$ cat config.mk
export PLATFORM = sky130hd
export DESIGN_NAME = imem_loader
export DESIGN_NICKNAME = d
export VERILOG_FILES = /design/src/rtl/imem_loader.sv
export SDC_FILE = /design/constraint.sdc
export NUM_CORES = 1
export LEC_CHECK = 0
export BUFFER_PORTS_ARGS = -buffer_cell sky130_fd_sc_hd__buf_2
export CAP_MARGIN = 20
export CORE_MARGIN = 1.5
export CORE_UTILIZATION = 57
export DETAILED_ROUTE_END_ITERATION = 16
export GPL_TIMING_DRIVEN = 1
export PLACE_DENSITY_LB_ADDON = 0.08
export RECOVER_POWER = 25
export SETUP_SLACK_MARGIN = 0.2
export SYNTH_ARGS = -nofsm -noshare
export SYNTH_HDL_FRONTEND = slang
export SYNTH_SLANG_ARGS = --single-unit
$ cat constraint.sdc
create_clock -name clk -period 2.9 [get_ports clk]
set_input_delay 0.58 -clock clk [delete_from_list [all_inputs] [get_ports clk]]
set_output_delay 0.58 -clock clk [all_outputs]
set_load 0.01 [all_outputs]
$ cat src/rtl/imem_loader.sv
// Byte-stream program loader: parses a word-count header and writes the following
// little-endian 32-bit words into instruction memory, stalling the core meanwhile.
module imem_loader #(
    parameter int ADDR_W    = 16,
    parameter int DEPTH     = 128,
    parameter int BASE_ADDR = 0
) (
    input  logic              clk,
    input  logic              rst,
    input  logic              start,
    input  logic [7:0]        in_data,
    input  logic              in_valid,
    output logic              in_ready,
    output logic              we,
    output logic [ADDR_W-1:0] waddr,
    output logic [31:0]       wdata,
    output logic              cpu_stall,
    output logic              done,
    output logic              error
);

    typedef enum logic [2:0] {
        S_IDLE, S_LEN_LO, S_LEN_HI, S_DATA, S_WRITE, S_DONE, S_ERR
    } state_t;

    localparam logic [15:0]       C_DEPTH = 16'(DEPTH);
    localparam logic [ADDR_W-1:0] C_BASE  = ADDR_W'(BASE_ADDR);

    state_t              r_state, w_next;
    logic [15:0]         r_len;
    logic [1:0]          r_byte_idx;
    logic [15:0]         r_word_idx;
    logic [ADDR_W-1:0]   r_waddr;
    logic [31:0]         r_wdata;
    logic                w_xfer;
    logic [15:0]         w_len_full;
    logic                w_start_ok;

    assign w_xfer     = in_valid & in_ready;
    assign w_len_full = {in_data, r_len[7:0]};
    assign w_start_ok = start & ((r_state == S_IDLE) | (r_state == S_DONE) | (r_state == S_ERR));
    assign waddr      = r_waddr;
    assign wdata      = r_wdata;

    always_ff @(posedge clk or posedge rst) begin
        if (rst) r_state <= S_IDLE;
        else     r_state <= w_next;
    end

    always_comb begin
        w_next    = r_state;
        in_ready  = 1'b0;
        we        = 1'b0;
        cpu_stall = 1'b1;
        done      = 1'b0;
        error     = 1'b0;
        case (r_state)
            S_IDLE: begin
                cpu_stall = 1'b0;
                if (start) w_next = S_LEN_LO;
            end
            S_LEN_LO: begin
                in_ready = 1'b1;
                if (w_xfer) w_next = S_LEN_HI;
            end
            S_LEN_HI: begin
                in_ready = 1'b1;
                if (w_xfer) begin
                    if (w_len_full == 16'd0)         w_next = S_DONE;
                    else if (w_len_full > C_DEPTH)   w_next = S_ERR;
                    else                             w_next = S_DATA;
                end
            end
            S_DATA: begin
                in_ready = 1'b1;
                if (w_xfer && r_byte_idx == 2'd3) w_next = S_WRITE;
            end
            S_WRITE: begin
                we = 1'b1;
                if (r_word_idx + 16'd1 == r_len) w_next = S_DONE;
                else                             w_next = S_DATA;
            end
            S_DONE: begin
                cpu_stall = 1'b0;
                done      = 1'b1;
                if (start) w_next = S_LEN_LO;
            end
            S_ERR: begin
                error = 1'b1;
                if (start) w_next = S_LEN_LO;
            end
            default: w_next = S_IDLE;
        endcase
    end

    always_ff @(posedge clk or posedge rst) begin
        if (rst) begin
            r_len      <= '0;
            r_byte_idx <= '0;
            r_word_idx <= '0;
            r_waddr    <= C_BASE;
            r_wdata    <= '0;
        end else if (w_start_ok) begin
            r_len      <= '0;
            r_byte_idx <= '0;
            r_word_idx <= '0;
            r_waddr    <= C_BASE;
            r_wdata    <= '0;
        end else begin
            case (r_state)
                S_LEN_LO: if (w_xfer) r_len[7:0]  <= in_data;
                S_LEN_HI: if (w_xfer) r_len[15:8] <= in_data;
                S_DATA: if (w_xfer) begin
                    // byte index wraps to 0 after the 4th byte, ready for the next word
                    r_wdata[8*r_byte_idx +: 8] <= in_data;
                    r_byte_idx                 <= r_byte_idx + 2'd1;
                end
                S_WRITE: begin
                    r_waddr    <= r_waddr + ADDR_W'(4);
                    r_word_idx <= r_word_idx + 16'd1;
                end
                default: ;
            endcase
        end
    end

endmodule

==> results.json <==
{
  "dp_hpwl_mm": 6.86,
  "io_buffers": 62,
  "cts_sinks": 83,
  "yosys_warnings": 0,
  "seq_area_frac_synth_pct": 49.3,
  "cts.reportedPaths.clkPinSlew_ns": 0.09,
  "worst_setup_path_end_kind": "output port",
  "antenna_found_initial": 0,
  "crit_type": "reg2out",
  "final_common_cell": "dfrtp_1",
  "ys.flop_type": "dfrtp_1",
  "clk_latency_ns": 0.35,
  "maxCapViolCount": 1,
  "required_ns": 2.32,
  "worstPathArrival_ns": 2.01,
  "cp_top_family": "buffers and inverters",
  "dr.first_iter.drc_count": 144,
  "drc_errors": 0,
  "cts_tree": "built",
  "ys_seq_elements": 83,
  "antenna_cells": 0,
  "num_rows": 31,
  "syn_area_per_cell_um2": 9.80,
  "vias": 3397,
  "synth.largest_area_cell": "dfrtp_1",
  "die_w_um": 89.0,
  "nFillCells": 609,
  "design.core.area_um2": 7210,
  "stdcell_area_um2": 4780,
  "fin_nets": 507,
  "final.setup.tns_ns": 0,
  "ctsHoldBuffers": 0,
  "cts_buffers": 9,
  "root_buffer": "clkbuf_8",
  "async_flop_share_pct": 100,
  "grt_first_pass_wirelength_mm": 15.6,
  "die_area_um2": 7920,
  "relSlewSlack_pct": -15.7,
  "worstMarginPinSlew_ns": 1.74,
  "multi_input_area_um2": 2000,
  "layout_common_cells": "dfrtp_1 (83), buf_2 (62), nand2_1 (57), nor2_1 (36), a21oi_1 (35)",
  "gr-total-overflow": 0,
  "cts_max_level": 3,
  "final_max_slew_viol_count": 34,
  "hold_viol_final": 0,
  "grt_max_degree": 47,
  "wl_per_cell_um": 16.3,
  "hold_class": "in2async",
  "synthCells": 430,
  "cts.path.max_buffers": 2,
  "worstSetupStartpointType": "register",
  "crit_fanout": 13,
  "final.period_utilization_pct": 89.1,
  "postRouteAntennaNets": 0,
  "yosys.cell_types.count": 52,
  "fin_worst_skew_ns": 0.00825,
  "setup_viol": 0,
  "gp_congestion": 0.896,
  "max_freq_mhz": 387,
  "power.density_nw_per_um2": 752,
  "start_util_pct": 58.4,
  "slowest_delay_ns": 0.53,
  "synth_edf_count": 0,
  "area.growth.synth_to_final_pct": 13.5,
  "cts_setup_buffers": 0,
  "grt_pass1_vias": 3123,
  "seq_area_um2": 2080,
  "dr.pass1.iters": 4,
  "cp_common_cell": "inv_2",
  "io-pin-count": 65,
  "grt_setup_unrepaired": "no",
  "cts_resized": 0,
  "drive_gt1_share_pct": 19.3,
  "violations": "max-capacitance violations, max-slew violations",
  "path_cells": "inv_2 > or3_1 > inv_2 > buf_2",
  "p_leak_nw": 2.30,
  "crit_buf_inv": 3,
  "routed_wl_mm": 9.67,
  "min_period_ns": 2.59,
  "vias_per_cell": 5.74,
  "netlist.area_leader.share_pct": 49.3,
  "placed_cell_area_um2": 4590,
  "grt.total_usage_pct": 26.6,
  "syn_area_um2": 4210,
  "peakVddDrop_v": 0.000625,
  "cp_slowest_cell": "dfrtp_1",
  "die_h_um": 89.0,
  "synth_area_leaders": "dfrtp_1 (49%), a22o_1 (6.7%), xor2_1 (5.4%), nand2_1 (5.1%), a21oi_1 (4.2%)",
  "status": "complete, but fails checks"
}
## cells in the mapped netlist (all sizes together), types with 2 or more instances
cell type	number
o31ai	2
nor2b	3
xor2	26
and3	5
nor2	38
mux2i	2
clkbuf	5
dfrtp	83
and4	3
ha	7
nand4	8
xnor2	18
nor4b	2
buf	16
o21ai	9
o211ai	2
nand3	16
inv	11
a22o	32
a21oi	36
o2111ai	2
or3	9
nor3	10
nand2	57
or2	2
nor4	8
## power by group
group | leakage (nW) | internal (mW) | switching (mW)
logic | 1.07 | 0.468 | 0.718
registers | 1.14 | 1.34 | 0.232
clock network | 0.0894 | 0.402 | 0.437
total | 2.30 | 2.21 | 1.39
## cell type report
type,count,share of cell area [%]
clock buffer,9,2.59
clock inverter,7,1.60
inverter,11,0.889
multi-input combinational,316,41.8
sequential,83,43.4
tap,99,2.59
timing repair buffer,67,7.14
## kinds of logic (layout without fill, tap and decap cells)
group | Yosys count | count (layout) | share of synthesized area [%]
simple gates | 166 | 166 | 19.4
compound gates | 95 | 95 | 16.0
flops | 83 | 83 | 49.3
xor+xnor | 44 | 44 | 9.15
buf+inv | 32 | 94 | 3.53
fa+ha+maj | 7 | 7 | 2.08
mux | 2 | 2 | 0.475
other cells | 1 | 2 | 0.0890
## metal layers
metal | up-vias | share of wire, % | GRT usage (%)
met5 | - | 0 | 0
met4 | 0 | 2.2 | 12.2
met3 | 18 | 4.2 | 4.43
met2 | 99 | 49 | 41.6
met1 | 1645 | 44 | 36.8
li1 | 1635 | - | -
## state kept, by name, indices dropped and copies added (netlist names)
| signal | flops |
|---|---|
| r_len | 16 |
| wdata | 32 |
| r_state | 3 |
| r_byte_idx | 2 |
| waddr | 14 |
| r_word_idx | 16 |
## per-stage QoR
stage	instances	setup slack, ns	utilization [%]	power (mW)	hold slack, ns
3_5_place_dp	576	0.550	63.6	2.78	0.477
2_1_floorplan	431	0.808	-	2.45	0.516
3_3_place_gp	576	0.663	63.6	2.75	0.477
5_1_grt	592	0.154	66.3	3.83	0.326
6_report	592	0.315	66.3	3.60	0.272
4_1_cts	592	0.318	66.4	3.61	0.187
## path summary, 6_finish.rpt
kind / from / end / slack (ns) / cells past startpoint
setup / recovery: r_state[2] / we / 0.31 / 4
hold / removal: rst / r_word_idx[1] / 0.27 / 2
setup reg to reg: r_state[2] / waddr[11] / 0.55 / 8
hold reg to reg: wdata[0] / wdata[0] / 0.50 / 1
max in group asynchronous: rst / r_word_idx[14] / 0.63 / 3
min in group clk: wdata[0] / wdata[0] / 0.50 / 1
Power figures use the tool's default switching activity.
